===== config.mk =====
export PLATFORM = sky130hd
export DESIGN_NAME = settle_timer
export DESIGN_NICKNAME = d
export VERILOG_FILES = /design/src/rtl/f_sweep_checker_settle_timer.sv
export SDC_FILE = /design/constraint.sdc
export NUM_CORES = 1
export LEC_CHECK = 0
export BUFFER_PORTS_ARGS = -buffer_cell sky130_fd_sc_hd__clkbuf_2
export CAP_MARGIN = 20
export CORE_AREA = 2 2 39 41
export CTS_CLUSTER_SIZE = 30
export DETAILED_ROUTE_END_ITERATION = 16
export DIE_AREA = 0 0 41 43
export SYNTH_ARGS = -nofsm -noshare
export SYNTH_HDL_FRONTEND = slang
export SYNTH_SLANG_ARGS = --single-unit

===== constraint.sdc =====
create_clock -name clk -period 2.05 [get_ports clk]
set_input_delay 0.3075 -clock clk [delete_from_list [all_inputs] [get_ports clk]]
set_output_delay 0.3075 -clock clk [all_outputs]
set_load 0.1 [all_outputs]

===== src/rtl/f_sweep_checker_settle_timer.sv =====
// Loadable down-counter; zero flags the end of the settle dwell.
// Holds at zero until the next load.
module settle_timer #(
  parameter int W = 2
) (
  input  logic         clk,
  input  logic         rst_n,
  input  logic         load,
  input  logic [W-1:0] load_val,
  input  logic         dec,
  output logic         zero
);

  logic [W-1:0] cnt;

  always_ff @(posedge clk or negedge rst_n) begin
    if (!rst_n) begin
      cnt <= '0;
    end else if (load) begin
      cnt <= load_val;
    end else if (dec && cnt != '0) begin
      cnt <= cnt - 1'b1;
    end
  end

  assign zero = (cnt == '0);

endmodule


* Word level (Yosys, flattened, before mapping)
Index checks and enable logic that the tools add are counted.
** Word-level totals
- Logic and storage cells :: 8
- Bits in read-only memories :: 0
- Bits in registers :: 2
- Input port bits :: 6
- Output and inout port bits :: 1
- Bits in writable memories :: 0
- Memories :: 0
- Latch bits :: 0
** Cells by class
- Equal/unequal tests :: 0
- Multiply operators :: 0
- $lt $le $gt $ge :: 0
- $add $sub $neg :: 1
- Reduce and logical (&&, ||, !) cells :: 4
- Bitwise operators :: 0
- Muxes and demuxes :: 2
- Div/mod/pow operators :: 0
- Shift-type cells :: 0
** Operator list (number)
- two-way mux 2 bit :: 2
- nonzero test 2 bit :: 2
- logical NOT 2 bit :: 1
- subtractor 2 x 1 -> 2 bit (second input constant) :: 1
- logical AND 1 bit :: 1

* Logic depth before layout (Yosys ltp)
- Depth after elaboration :: 4
- Mapped depth :: 4
- Gate-level depth less buffers :: 4

* Worst setup path after synthesis
OpenSTA, ideal clock, no wires.
- Kind :: flip-flop to flip-flop
- Start :: register cnt[0]
- End :: register cnt[1]
- Path slack :: 0.273 ns
- Path buffers :: 0
- Setup time :: 0.116 ns
- Cell stages (with the launch flop) :: 5
- Arrival :: 1.661 ns
- Path through :: dfrtp_1 -> inv_1 -> ha_1 -> nor2b_1 -> o311ai_0
** Between the ends
- Word-level cells in the longest chain between the ends :: 3
- Elaborated cells on any way between the ends :: 6
- Classes of those cells :: add/sub (1); mux (2); reduce/logical (3)
** Ends and longest elaborated chain
- start: declaration :: RTL line 14 : logic [W-1:0] cnt;
- start signal: assignment :: RTL line 20 : cnt <= load_val;
- start signal: assignment :: RTL line 22 : cnt <= cnt - 1'b1;
- subtractor 2 x 1 -> 2 bit / nonzero test 2 bit (equally long branches) :: RTL line 22, 21
- two-way mux 2 bit / logical AND 1 bit (equally long branches) :: RTL line 21 : end else if (dec && cnt != '0) begin
- two-way mux 2 bit / nonzero test 2 bit (equally long branches)
Several ways; a longest one is shown, not always the timed one. The select of a mux whose other input is x is not followed.
A chain may end at the register's enable or synchronous reset.

* Worst setup path after layout
- Start :: register cnt[0]
- End :: output zero
** Between the ends
- Word-level cells in the longest chain between the ends :: 1
** Ends and longest elaborated chain
- logical NOT 2 bit :: RTL line 26 : assign zero = (cnt == '0);
- end: declaration :: RTL line 11 : output logic zero
No other way between the ends.

==> metrics <==
status finished, final reports clean; Synth Net Count 20; slew margin rel. 0.6426; Slew Limit Fails 0; CP max stage delay 0.47 ns; Yosys Warn Count 0; Synth async-reset ratio 1.000; clock sinks 2; Avg Cell Area, Syn 10.20 sq um; Hold Crit Class in -> reg; post-synth top area cell dfrtp_1; Bufs on Longest Clock Path 2; pwr/cell area 908.2 nW/um^2; initial antenna violation count 0; RSZ-0062 raised after global routing no; Cells after DPL 35; pin count of the biggest net entering global routing 7; Worst Skew 0.0007206 ns; first-pass GRT wire length 462 um; routed vias 135; Synth area leaders dfrtp_1, or4b_1, ha_1; # H-tree levels 1; Worst Path Required 1.74 ns; Syn Inst Count 13; clock-pin slew on the worst setup and hold paths 0.03 ns; Starting Density 0.09584; critical path class reg -> out; vias in the first global route 128; Routed WL 304 um; routability cong. 0.4692; ant diodes 0; Post-synth EDFFs 0; # Post-CTS Setup Buffers 0; DR WL/cell 7.795 um; Max VDD drop 0.1381 mV; dpl hpwl 248.2 um; #FFs+latches synth 2; Seq/Total Area, Yosys 0.3774; max FFs per register 2; Synth Flop Type dfrtp_1; period utilization 0.8031; post-synth top area share 0.3774; Lkg Pwr 0.1054 nW; boundary pin count 7; CTS buffer count 3; CP startpoint kind flip-flop; P&R area growth vs syn 62.26%; largest register by flop count cnt; mapped cell area 132.6 sq um; crit path cell chain inv_1 -> ha_1 -> clkbuf_2; Remaining DRCs 0; TritonCTS clock tree built; die footprint 1763 sq um; setup total negative slack 0 ns; final-report hold violation count 0; Skew-Pair Late Insertion Delay 0.22 ns; row count 14; Vias/cell 3.462; fin crit period 1.646 ns; Fmax 0.6074 GHz; crit end category output pin; post_cts resized 0; Finished Layout Cells 39; fraction of layout cells with a size suffix above 1 0.4348; root buf cell clkbuf_4; initial drt markers 1; DRT antenna net count 0; Port Buffers 6; Die Wd 41 um; detailed-router iteration count before antenna repair 2; top cells by count, synth dfrtp_1, inv_1, nand2_1, or4b_1; endpoints failing setup 0; Max Cap Violations 0; crit path max-delay cell type clkbuf_2; die height 43 um; synth unique cells 9; critical path arrival 1.34 ns; Largest regs cnt (2); GRT overflow 0; Core ar. 1384 sq um; Total Routing Usage GR 0.04505; Final #Nets 32; slew of the pin with the lowest slew margin 0.5383 ns; Crit Path Max Fanout 4
-- cell families after synthesis --
group / synth area share
buffers and inverters: 0.05662
and+or+nand+nor: 0.3114
AOI/OAI and AO/OA: 0.1604
adders and majority gates: 0.09432
DFF: 0.3774
-- power by group --
| group | total, mW | internal (mW) | switching (mW) |
|---|---|---|---|
| Sequential | 0.0486 | 0.0458 | 0.00279 |
| Combinational | 0.0616 | 0.0183 | 0.0434 |
| Clock | 0.0852 | 0.0644 | 0.0208 |
| Total | 0.195 | 0.129 | 0.0669 |
-- area by class of cell --
type | count | area [sq um]
fill | 160 | 1169
tap | 16 | 20.02
clock buffer | 3 | 22.52
timing repair buffer | 7 | 40.04
inverter | 2 | 7.507
multi-input combinational | 9 | 75.07
sequential | 2 | 50.05
-- timing repair --
item | in CTS | in global routing
hold endpoints to repair | 2 | 0
setup endpoints to repair | 0 | 0
hold buffers | 1 | 0
-- critical path: cells and delay by family, from the launching register on --
| family | cells | cell delay (ns) |
|---|---|---|
| flops | 1 | 0.38 |
| fa+ha+maj | 1 | 0.20 |
| buf+inv | 2 | 0.54 |
-- through the flow --
step	utilization	power [mW]	setup slack, ns	hold slack [ns]	cell area (sq um)
2_1_floorplan	-	0.09677	0.2733	0.01191	132.6
3_3_place_gp	0.1320	0.1083	0.6395	0.09455	182.7
3_5_place_dp	0.1320	0.1097	0.6311	0.09614	182.7
4_1_cts	0.1555	0.2040	0.3869	0.3090	215.2
5_1_grt	0.1555	0.2123	0.3262	0.3246	215.2
6_report	0.1555	0.1955	0.4036	0.3122	215.2
-- layout by cell type, fill, tap and decap left out --
master,count
dfrtp_1,2
o311ai_0,1
or2b_1,1
nand2_1,2
clkbuf_4,3
nor2b_1,1
o211ai_2,1
ha_1,1
inv_1,2
or4b_1,2
clkbuf_2,6
dlygate4sd3_1,1
-- final timing paths --
path,start,to,slack [ns],cells after the start
max reg2reg,cnt[0],cnt[1],0.64,4
max,cnt[0],zero,0.40,3
min reg2reg,cnt[0],cnt[0],0.61,2
min,load_val[0],cnt[0],0.31,3
max in group asynchronous,rst_n,cnt[0],1.54,2
min in group asynchronous,rst_n,cnt[1],0.41,2
-- metal layers --
| layer | share of wire | global-route usage |
|---|---|---|
| met1 | 0.48 | 0.03822 |
| met2 | 0.49 | 0.05625 |
| met3 | 0.023 | 0.04712 |
| met4 | 0 | 0.04000 |
| met5 | 0 | 0 |
Power figures use the tool's default switching activity.
